File: config.mk
export PLATFORM = sky130hd
export DESIGN_NAME = multicycle_subtractor
export DESIGN_NICKNAME = d
export VERILOG_FILES = /design/src/rtl/multicycle_subtractor_pkg.sv /design/src/rtl/chunk_subtractor.sv /design/src/rtl/multicycle_subtractor.sv
export SDC_FILE = /design/constraint.sdc
export NUM_CORES = 1
export LEC_CHECK = 0
export BUFFER_PORTS_ARGS = -buffer_cell sky130_fd_sc_hd__buf_2
export CORE_ASPECT_RATIO = 0.9
export CORE_MARGIN = 1
export CORE_UTILIZATION = 58
export DETAILED_ROUTE_END_ITERATION = 16
export HOLD_SLACK_MARGIN = 0.05
export PLACE_DENSITY = 0.83
export SETUP_SLACK_MARGIN = 0.1
export SLEW_MARGIN = 20
export SYNTH_ARGS = -nofsm -noshare
export SYNTH_HDL_FRONTEND = slang
export SYNTH_HIERARCHICAL = 1
export SYNTH_SLANG_ARGS = --single-unit
File: constraint.sdc
create_clock -name clk -period 5.92 [get_ports clk]
set_clock_uncertainty 0.2 [all_clocks]
set_input_delay 0.296 -clock clk [delete_from_list [all_inputs] [get_ports clk]]
set_output_delay 0.296 -clock clk [all_outputs]
set_load 0.005 [all_outputs]
File: src/rtl/multicycle_subtractor_pkg.sv
// multicycle_subtractor_pkg: state encoding and parameter check shared by the subtractor files
// Exports: state_t (ST_IDLE, ST_RUN, ST_DONE) and the MSUB_CHECK_CHUNK macro.
package multicycle_subtractor_pkg;
  typedef enum logic [1:0] {ST_IDLE = 2'd0, ST_RUN = 2'd1, ST_DONE = 2'd2} state_t;
endpackage

`define MSUB_CHECK_CHUNK(W, C) \
  if ((C) < 1 || (W) % (C) != 0) begin : g_chunk_check \
    $error("multicycle_subtractor: CHUNK must divide WIDTH"); \
  end

File: src/rtl/chunk_subtractor.sv
// chunk_subtractor: combinational CHUNK-bit full subtractor
// Ports: a, b, bin in; diff = a - b - bin, bout = borrow out, bmsb = borrow into the MSB.
module chunk_subtractor #(
  parameter int CHUNK = 1
) (
  input  logic [CHUNK-1:0] a,
  input  logic [CHUNK-1:0] b,
  input  logic             bin,
  output logic [CHUNK-1:0] diff,
  output logic             bout,
  output logic             bmsb
);
  logic [CHUNK:0] full;
  assign full = {1'b0, a} - {1'b0, b} - (CHUNK+1)'(bin);
  assign diff = full[CHUNK-1:0];
  assign bout = full[CHUNK];
  // The MSB difference bit is a ^ b ^ borrow-in, so the borrow-in is recovered from it.
  assign bmsb = diff[CHUNK-1] ^ a[CHUNK-1] ^ b[CHUNK-1];
endmodule

File: src/rtl/multicycle_subtractor.sv
// multicycle_subtractor: iterative A - B - Bin, CHUNK bits per clock, start/busy/done handshake
// Ports: clk, rst_n (async active-low), start, A, B, Bin in; busy, done, Diff, Borr, Ovf, Zero out.
module multicycle_subtractor
  import multicycle_subtractor_pkg::*;
#(
  parameter int WIDTH = 8,
  parameter int CHUNK = 1
) (
  input  logic             clk,
  input  logic             rst_n,
  input  logic             start,
  input  logic [WIDTH-1:0] A,
  input  logic [WIDTH-1:0] B,
  input  logic             Bin,
  output logic             busy,
  output logic             done,
  output logic [WIDTH-1:0] Diff,
  output logic             Borr,
  output logic             Ovf,
  output logic             Zero
);
  `MSUB_CHECK_CHUNK(WIDTH, CHUNK)
  localparam int N  = WIDTH / CHUNK;
  localparam int CW = $clog2(N) + 1;
  state_t           state_q, state_d;
  logic [WIDTH-1:0] a_q, a_d, b_q, b_d, res_q, res_d, diff_q, diff_d, res_nx;
  logic             br_q, br_d, borr_q, borr_d, ovf_q, ovf_d, zero_q, zero_d;
  logic [CW-1:0]    cnt_q, cnt_d;
  logic [CHUNK-1:0] c_diff;
  logic             c_bout, c_bmsb;
  // Operands shift right so the active chunk always sits in the low bits.
  chunk_subtractor #(.CHUNK(CHUNK)) u_chunk (
    .a    (a_q[CHUNK-1:0]),
    .b    (b_q[CHUNK-1:0]),
    .bin  (br_q),
    .diff (c_diff),
    .bout (c_bout),
    .bmsb (c_bmsb)
  );
  // Chunk results enter at the top; after N shifts the LSB chunk reaches bit 0.
  assign res_nx = (res_q >> CHUNK) | (WIDTH'(c_diff) << (WIDTH - CHUNK));
  always_comb begin
    state_d = state_q;
    a_d     = a_q;
    b_d     = b_q;
    br_d    = br_q;
    cnt_d   = cnt_q;
    res_d   = res_q;
    diff_d  = diff_q;
    borr_d  = borr_q;
    ovf_d   = ovf_q;
    zero_d  = zero_q;
    if (start && state_q != ST_RUN) begin
      state_d = ST_RUN;
      a_d     = A;
      b_d     = B;
      br_d    = Bin;
      cnt_d   = '0;
    end else if (state_q == ST_RUN) begin
      a_d   = a_q >> CHUNK;
      b_d   = b_q >> CHUNK;
      br_d  = c_bout;
      res_d = res_nx;
      cnt_d = cnt_q + CW'(1);
      if (cnt_q == CW'(N - 1)) begin
        state_d = ST_DONE;
        diff_d  = res_nx;
        borr_d  = c_bout;
        // The last chunk holds the word MSB: overflow = borrow into MSB xor borrow out.
        ovf_d   = c_bmsb ^ c_bout;
        zero_d  = res_nx == '0;
      end
    end else begin
      state_d = ST_IDLE;
    end
  end
  always_ff @(posedge clk or negedge rst_n) begin
    if (!rst_n) begin
      state_q <= ST_IDLE;
      a_q     <= '0;
      b_q     <= '0;
      br_q    <= 1'b0;
      cnt_q   <= '0;
      res_q   <= '0;
      diff_q  <= '0;
      borr_q  <= 1'b0;
      ovf_q   <= 1'b0;
      zero_q  <= 1'b0;
    end else begin
      state_q <= state_d;
      a_q     <= a_d;
      b_q     <= b_d;
      br_q    <= br_d;
      cnt_q   <= cnt_d;
      res_q   <= res_d;
      diff_q  <= diff_d;
      borr_q  <= borr_d;
      ovf_q   <= ovf_d;
      zero_q  <= zero_d;
    end
  end
  assign busy = state_q == ST_RUN;
  assign done = state_q == ST_DONE;
  assign Diff = diff_q;
  assign Borr = borr_q;
  assign Ovf  = ovf_q;
  assign Zero = zero_q;
endmodule

==> results of run 1 <==
power by group through the flow:
stage          registers [mW]  clock network (mW)  logic [mW]
3_5_place_dp            0.505                   0       0.443
5_1_grt                 0.520               0.156       0.500
2_1_floorplan           0.485                   0       0.354
4_1_cts                 0.501               0.145       0.451
6_report                0.503               0.143       0.450
3_3_place_gp            0.498                   0       0.416
cell families after synthesis:
family | after synthesis | synth area share
and+or+nand+nor | 31 | 0.0822
AOI/OAI and AO/OA | 20 | 0.0582
buffers and inverters | 12 | 0.0390
DFF | 41 | 0.562
adders and majority gates | 2 | 0.0178
muxes | 36 | 0.224
xor gates and xnor gates | 2 | 0.0171
metrics by stage:
stage           util  hold WS (ns)  setup WS (ns)
2_1_floorplan      -        -0.200           3.85
3_3_place_gp   0.691         0.250           3.35
3_5_place_dp   0.691         0.265           3.30
4_1_cts        0.766        0.0505           3.28
5_1_grt        0.766        0.0810           3.12
6_report       0.766        0.0601           3.28
path summary, 6_finish.rpt:
| check | start | end | slack, ns | cells past startpoint |
|---|---|---|---|---|
| min | B[1] | b_q[1] | 0.06 | 3 |
| min in group asynchronous | rst_n | Diff[1] | 0.39 | 2 |
| max | state_q[1] | Diff[3] | 3.28 | 3 |
| max in group asynchronous | rst_n | a_q[3] | 4.58 | 2 |
| max reg2reg | state_q[1] | Diff[3] | 3.28 | 3 |
| min reg2reg | b_q[6] | b_q[5] | 0.28 | 2 |
layout by cell type (no fill, tap or decap), drive strengths merged, types with 2 or more instances in the layout:
master	Yosys	routed
mux2i	18	18
clkbuf	1	7
dlygate4sd3	0	16
nor4	2	2
o21ai	16	16
a31oi	2	2
nand2	18	18
dfrtp	41	41
buf	8	32
nand2b	2	2
nor2	4	4
mux2	18	18
inv	3	3
state kept, by name, indices dropped and copies added (netlist names):
| name | cells |
|---|---|
| Diff | 8 |
| a_q | 8 |
| b_q | 8 |
| res_q | 7 |
| cnt_q | 4 |
| state_q | 2 |
| Borr | 1 |
| Ovf | 1 |
| Zero | 1 |
| br_q | 1 |
timing repair:
action / 4_1_cts / 5_1_grt
endpoints found under the hold margin: 56 / 0
endpoints found under the setup margin: 0 / 0
hold buffers: 16 / 0
worst min-delay path, cell delays in order:
cell	delay [ns]
buf_2	0.08
mux2i_1	0.06
o21ai_0	0.14
per-layer routing:
layer  track usage  part of all wire  vias to the layer above
li1              -                 -                      590
met1         0.301              0.44                      599
met2         0.335              0.48                       42
met3        0.0867             0.051                       10
met4         0.123             0.030                        0
met5             0                 0                        -
layout make-up:
type	instances	area [µm²]
Timing Repair Buffer	48	320
Clock buffer	7	55.1
Multi-Input combinational cell	91	729
Fill cell	183	668
Inverter	3	11.3
Tap cell	40	50.0
Sequential cell	41	1030
==> results.json, run 1 <==
{
  "status": "complete, no violations",
  "pwr-share-clk": 0.130,
  "overflow": 0,
  "wl_per_cell_um": 14.6,
  "power_frac_comb": 0.411,
  "end_kind": "flip-flop",
  "cts-resized-gates": 0,
  "seq_power_share": 0.459,
  "p_leak_nw": 1.08,
  "finalHoldViolCount": 0,
  "gp_congestion": 0.736,
  "intPower_uw": 713,
  "cts_root_buf": "clkbuf_4",
  "critical_path_class": "reg2reg",
  "cts_made_buffers": 5,
  "crit_family": "simple AND/OR/NAND/NOR gates",
  "yosys_warnings": 6,
  "tritoncts": "built",
  "grt_max_degree": 51,
  "tightest_slew_ns": 0.925,
  "grt_setup_unrepaired": "false",
  "placed_area_um2": 1980,
  "sw_frac_of_total": 0.349,
  "crit_buf_inv": 0,
  "p_per_area_nw_per_um2": 500,
  "synthArstFlopShare": 1.00,
  "antenna_cells": 0,
  "drt-total-wl_um": 3350,
  "dpl.cell_count": 207,
  "synth_top_area_share": 0.562,
  "slowest_stage": "and4b_1",
  "chipHeight_um": 55.2,
  "insertion_delay_ns": 0.35,
  "synth.area.top_cells": "dfrtp_1 (56%), mux2i_1 (9.9%), mux2_2 (6.8%)",
  "min_path_type": "in2reg",
  "drtPass1Iterations": 4,
  "via_per_inst": 5.40,
  "syn_to_final_growth_pct": 20.0,
  "max_stage_delay_ns": 0.77,
  "drive_gt1_frac": 0.305,
  "syn_avg_cell_area_um2": 12.7,
  "placementRows": 18,
  "startpoint_type": "flip-flop",
  "drt_iter0_drc": 46,
  "clk_pin_slew_ns": 0.11,
  "path_max_fanout": 50,
  "ys_top_cells_by_count": "dfrtp_1 (41), mux2i_1 (18), nand2_1 (18)",
  "yosysMostFrequentCell": "dfrtp_1",
  "stdcell_count": 230,
  "relSlewSlack": 0.382,
  "synth_top_area_cell": "dfrtp_1",
  "ys.flop_type": "dfrtp_1",
  "dieArea_um2": 3380,
  "synth-seq-area-share": 0.562,
  "cp.arrival_ns": 2.68,
  "cp_cell_sequence": "nor2b_4, and4b_1, mux2_2",
  "vdd_drop_max_uv": 262,
  "ant_nets": 0,
  "synth_seq_cells": 41,
  "numPortBuffers": 32,
  "synth-edff-count": 0,
  "io_pins": 33,
  "grt_use_total": 0.233,
  "die_w_um": 61.2,
  "min_period_over_period": 0.446,
  "post_cts_buffers": 0,
  "postSynthCellCount": 144,
  "grt_pass1_vias": 1226,
  "maxCapViolations": 0,
  "clockBufferDepth": 2,
  "cp.required_ns": 5.96,
  "post-route-drc-count": 0,
  "postLayoutCellArea_um2": 2190,
  "maxSlewViolCount": 0,
  "syn-num-nets": 166,
  "initial_utilization": 0.639,
  "htreeDepth": 2,
  "dpl.hpwl_um": 2010,
  "cts.sinks": 41,
  "via_count": 1241,
  "setup_tns_ns": 0,
  "fmax_mhz": 378,
  "core_area_um2": 2860,
  "setup_viol": 0,
  "nNetsFinal": 212,
  "grt_pass1_wl_um": 5570,
  "switchingPower_uw": 382,
  "antenna_found_initial": 0,
  "power_mw": 1.10,
  "yosysUniqueCellTypes": 26,
  "period_needed_ns": 2.64,
  "syn-cell-area_um2": 1830
}
Power figures use the tool's default switching activity.
==> run 2, diff against run 1 <==
--- a/config.mk
+++ b/config.mk
@@ -8,10 +8,10 @@
 export BUFFER_PORTS_ARGS = -buffer_cell sky130_fd_sc_hd__buf_2
 export CORE_ASPECT_RATIO = 0.9
 export CORE_MARGIN = 1
-export CORE_UTILIZATION = 58
+export CORE_UTILIZATION = 49
 export DETAILED_ROUTE_END_ITERATION = 16
 export HOLD_SLACK_MARGIN = 0.05
-export PLACE_DENSITY = 0.83
+export PLACE_DENSITY = 0.74
 export SETUP_SLACK_MARGIN = 0.1
 export SLEW_MARGIN = 20
 export SYNTH_ARGS = -nofsm -noshare
==> constraint.sdc (replaced) <==
create_clock -name clk -period 2.35 [get_ports clk]
set_clock_uncertainty 0.2 [all_clocks]
set_input_delay 0.1175 -clock clk [delete_from_list [all_inputs] [get_ports clk]]
set_output_delay 0.1175 -clock clk [all_outputs]
set_load 0.005 [all_outputs]
==> results.json, run 2 (synthesis gave the netlist of run 1 again) <==
{
  "startpoint_type": "flip-flop",
  "end_kind": "flip-flop",
  "antenna_cells": 0,
  "setup_viol": 0,
  "cts_root_buf": "clkbuf_8",
  "seq_power_share": 0.440,
  "drive_gt1_frac": 0.309,
  "status": "complete, no violations",
  "setup_tns_ns": 0,
  "p_leak_nw": 1.11,
  "insertion_delay_ns": 0.29,
  "drt-total-wl_um": 3090,
  "switchingPower_uw": 946,
  "power_frac_comb": 0.401,
  "via_per_inst": 5.10,
  "post-route-drc-count": 0,
  "tightest_slew_ns": 0.871,
  "clockBufferDepth": 2,
  "die_w_um": 66.4,
  "final_common_cell": "dfrtp_1",
  "fmax_mhz": 465,
  "antenna_found_initial": 0,
  "initial_utilization": 0.525,
  "grt_use_total": 0.178,
  "period_needed_ns": 2.15,
  "grt_pass1_vias": 1160,
  "placementRows": 20,
  "io_pins": 33,
  "pwr-share-clk": 0.159,
  "grt_pass1_wl_um": 5180,
  "finalHoldViolCount": 0,
  "p_per_area_nw_per_um2": 1260,
  "cts.sinks": 41,
  "r2r_cells": 5,
  "drt_iter0_drc": 40,
  "via_count": 1213,
  "sw_frac_of_total": 0.331,
  "tritoncts": "built",
  "chipHeight_um": 59.9,
  "power_mw": 2.85,
  "cp.required_ns": 2.33,
  "nNetsFinal": 216,
  "intPower_mw": 1.91,
  "core_area_um2": 3480,
  "clk_pin_slew_ns": 0.07,
  "wl_per_cell_um": 13.0,
  "min_path_cells": 3,
  "numPortBuffers": 32,
  "grt_setup_unrepaired": "false",
  "grt_max_degree": 50,
  "dieArea_um2": 3980,
  "overflow": 0,
  "maxCapViolations": 0,
  "path_max_fanout": 3,
  "layout_common_cells": "dfrtp_1 (41), buf_2 (32), mux2i_1 (18), nand2_1 (18), dlygate4sd3_1 (18)",
  "htreeDepth": 2,
  "final_util": 0.651,
  "vdd_drop_max_uv": 523,
  "syn_to_final_growth_pct": 23.9,
  "dpl.hpwl_um": 2000,
  "min_path_type": "in2reg",
  "reg2reg_slack_ns": 0.20,
  "min_period_over_period": 0.916,
  "num-fill-cells": 262,
  "ant_nets": 0,
  "cts_made_buffers": 5,
  "cp.arrival_ns": 2.13,
  "gp_congestion": 0.695,
  "maxSlewViolCount": 0,
  "critical_path_class": "reg2reg",
  "relSlewSlack": 0.419,
  "drtPass1Iterations": 4
}
run 2: cell types whose count changed in the layout (fill, tap and decap cells not counted):
cell / before / now
buf_4: 0 / 2
clkbuf_4: 5 / 0
clkbuf_8: 1 / 6
dlygate4sd3_1: 16 / 18
run 2: worst max-delay path: stages (launching register included):
cell and delay, ns:
dfrtp_1 0.39, inv_1 0.08, fa_1 0.57, xnor3_1 0.41, xor2_1 0.15, mux2_4 0.25
run 2: layout make-up:
type	count	area, µm²	area share
clock buffer	7	86.3	0.0381
timing repair buffer	52	355	0.157
sequential	41	1030	0.453
tap	44	55.1	0.0243
multi-input combinational	91	729	0.322
inverter	3	11.3	0.00498
run 2: per-stage QoR:
stage,hold WS (ns),setup WS [ns],cell area [µm²],std cells
6_report,0.191,0.198,2260,238
5_1_grt,0.236,0.133,2260,238
4_1_cts,0.191,0.181,2260,238
3_5_place_dp,0.0912,0.190,2000,213
3_3_place_gp,0.0747,0.261,2000,213
2_1_floorplan,-0.378,0.283,1830,144
run 2: worst paths after layout:
kind                        start          to
min in group asynchronous   rst_n      a_q[7]
max                        a_q[0]         Ovf
min                         start  state_q[0]
min reg2reg                b_q[7]      b_q[6]
max in group asynchronous   rst_n    res_q[2]
max reg2reg                a_q[0]         Ovf
run 2: power groups by stage:
stage | Sequential, mW | Combinational (mW) | Clock, mW
2_1_floorplan | 1.22 | 0.892 | 0
3_3_place_gp | 1.24 | 1.07 | 0
3_5_place_dp | 1.27 | 1.14 | 0
4_1_cts | 1.26 | 1.17 | 0.465
5_1_grt | 1.30 | 1.28 | 0.499
6_report | 1.26 | 1.15 | 0.454
run 2: timing repair:
item / CTS / global route
gates resized for setup: 0 / 0
setup buffers: 0 / 0
setup endpoints to repair: 0 / 0
hold endpoints to repair: 58 / 0
hold buffers: 18 / 0
run 2: per-layer routing:
layer,share of wire,track usage
met4,0.013,0.0638
met5,0,0
met3,0.032,0.0573
met1,0.47,0.224
met2,0.49,0.290
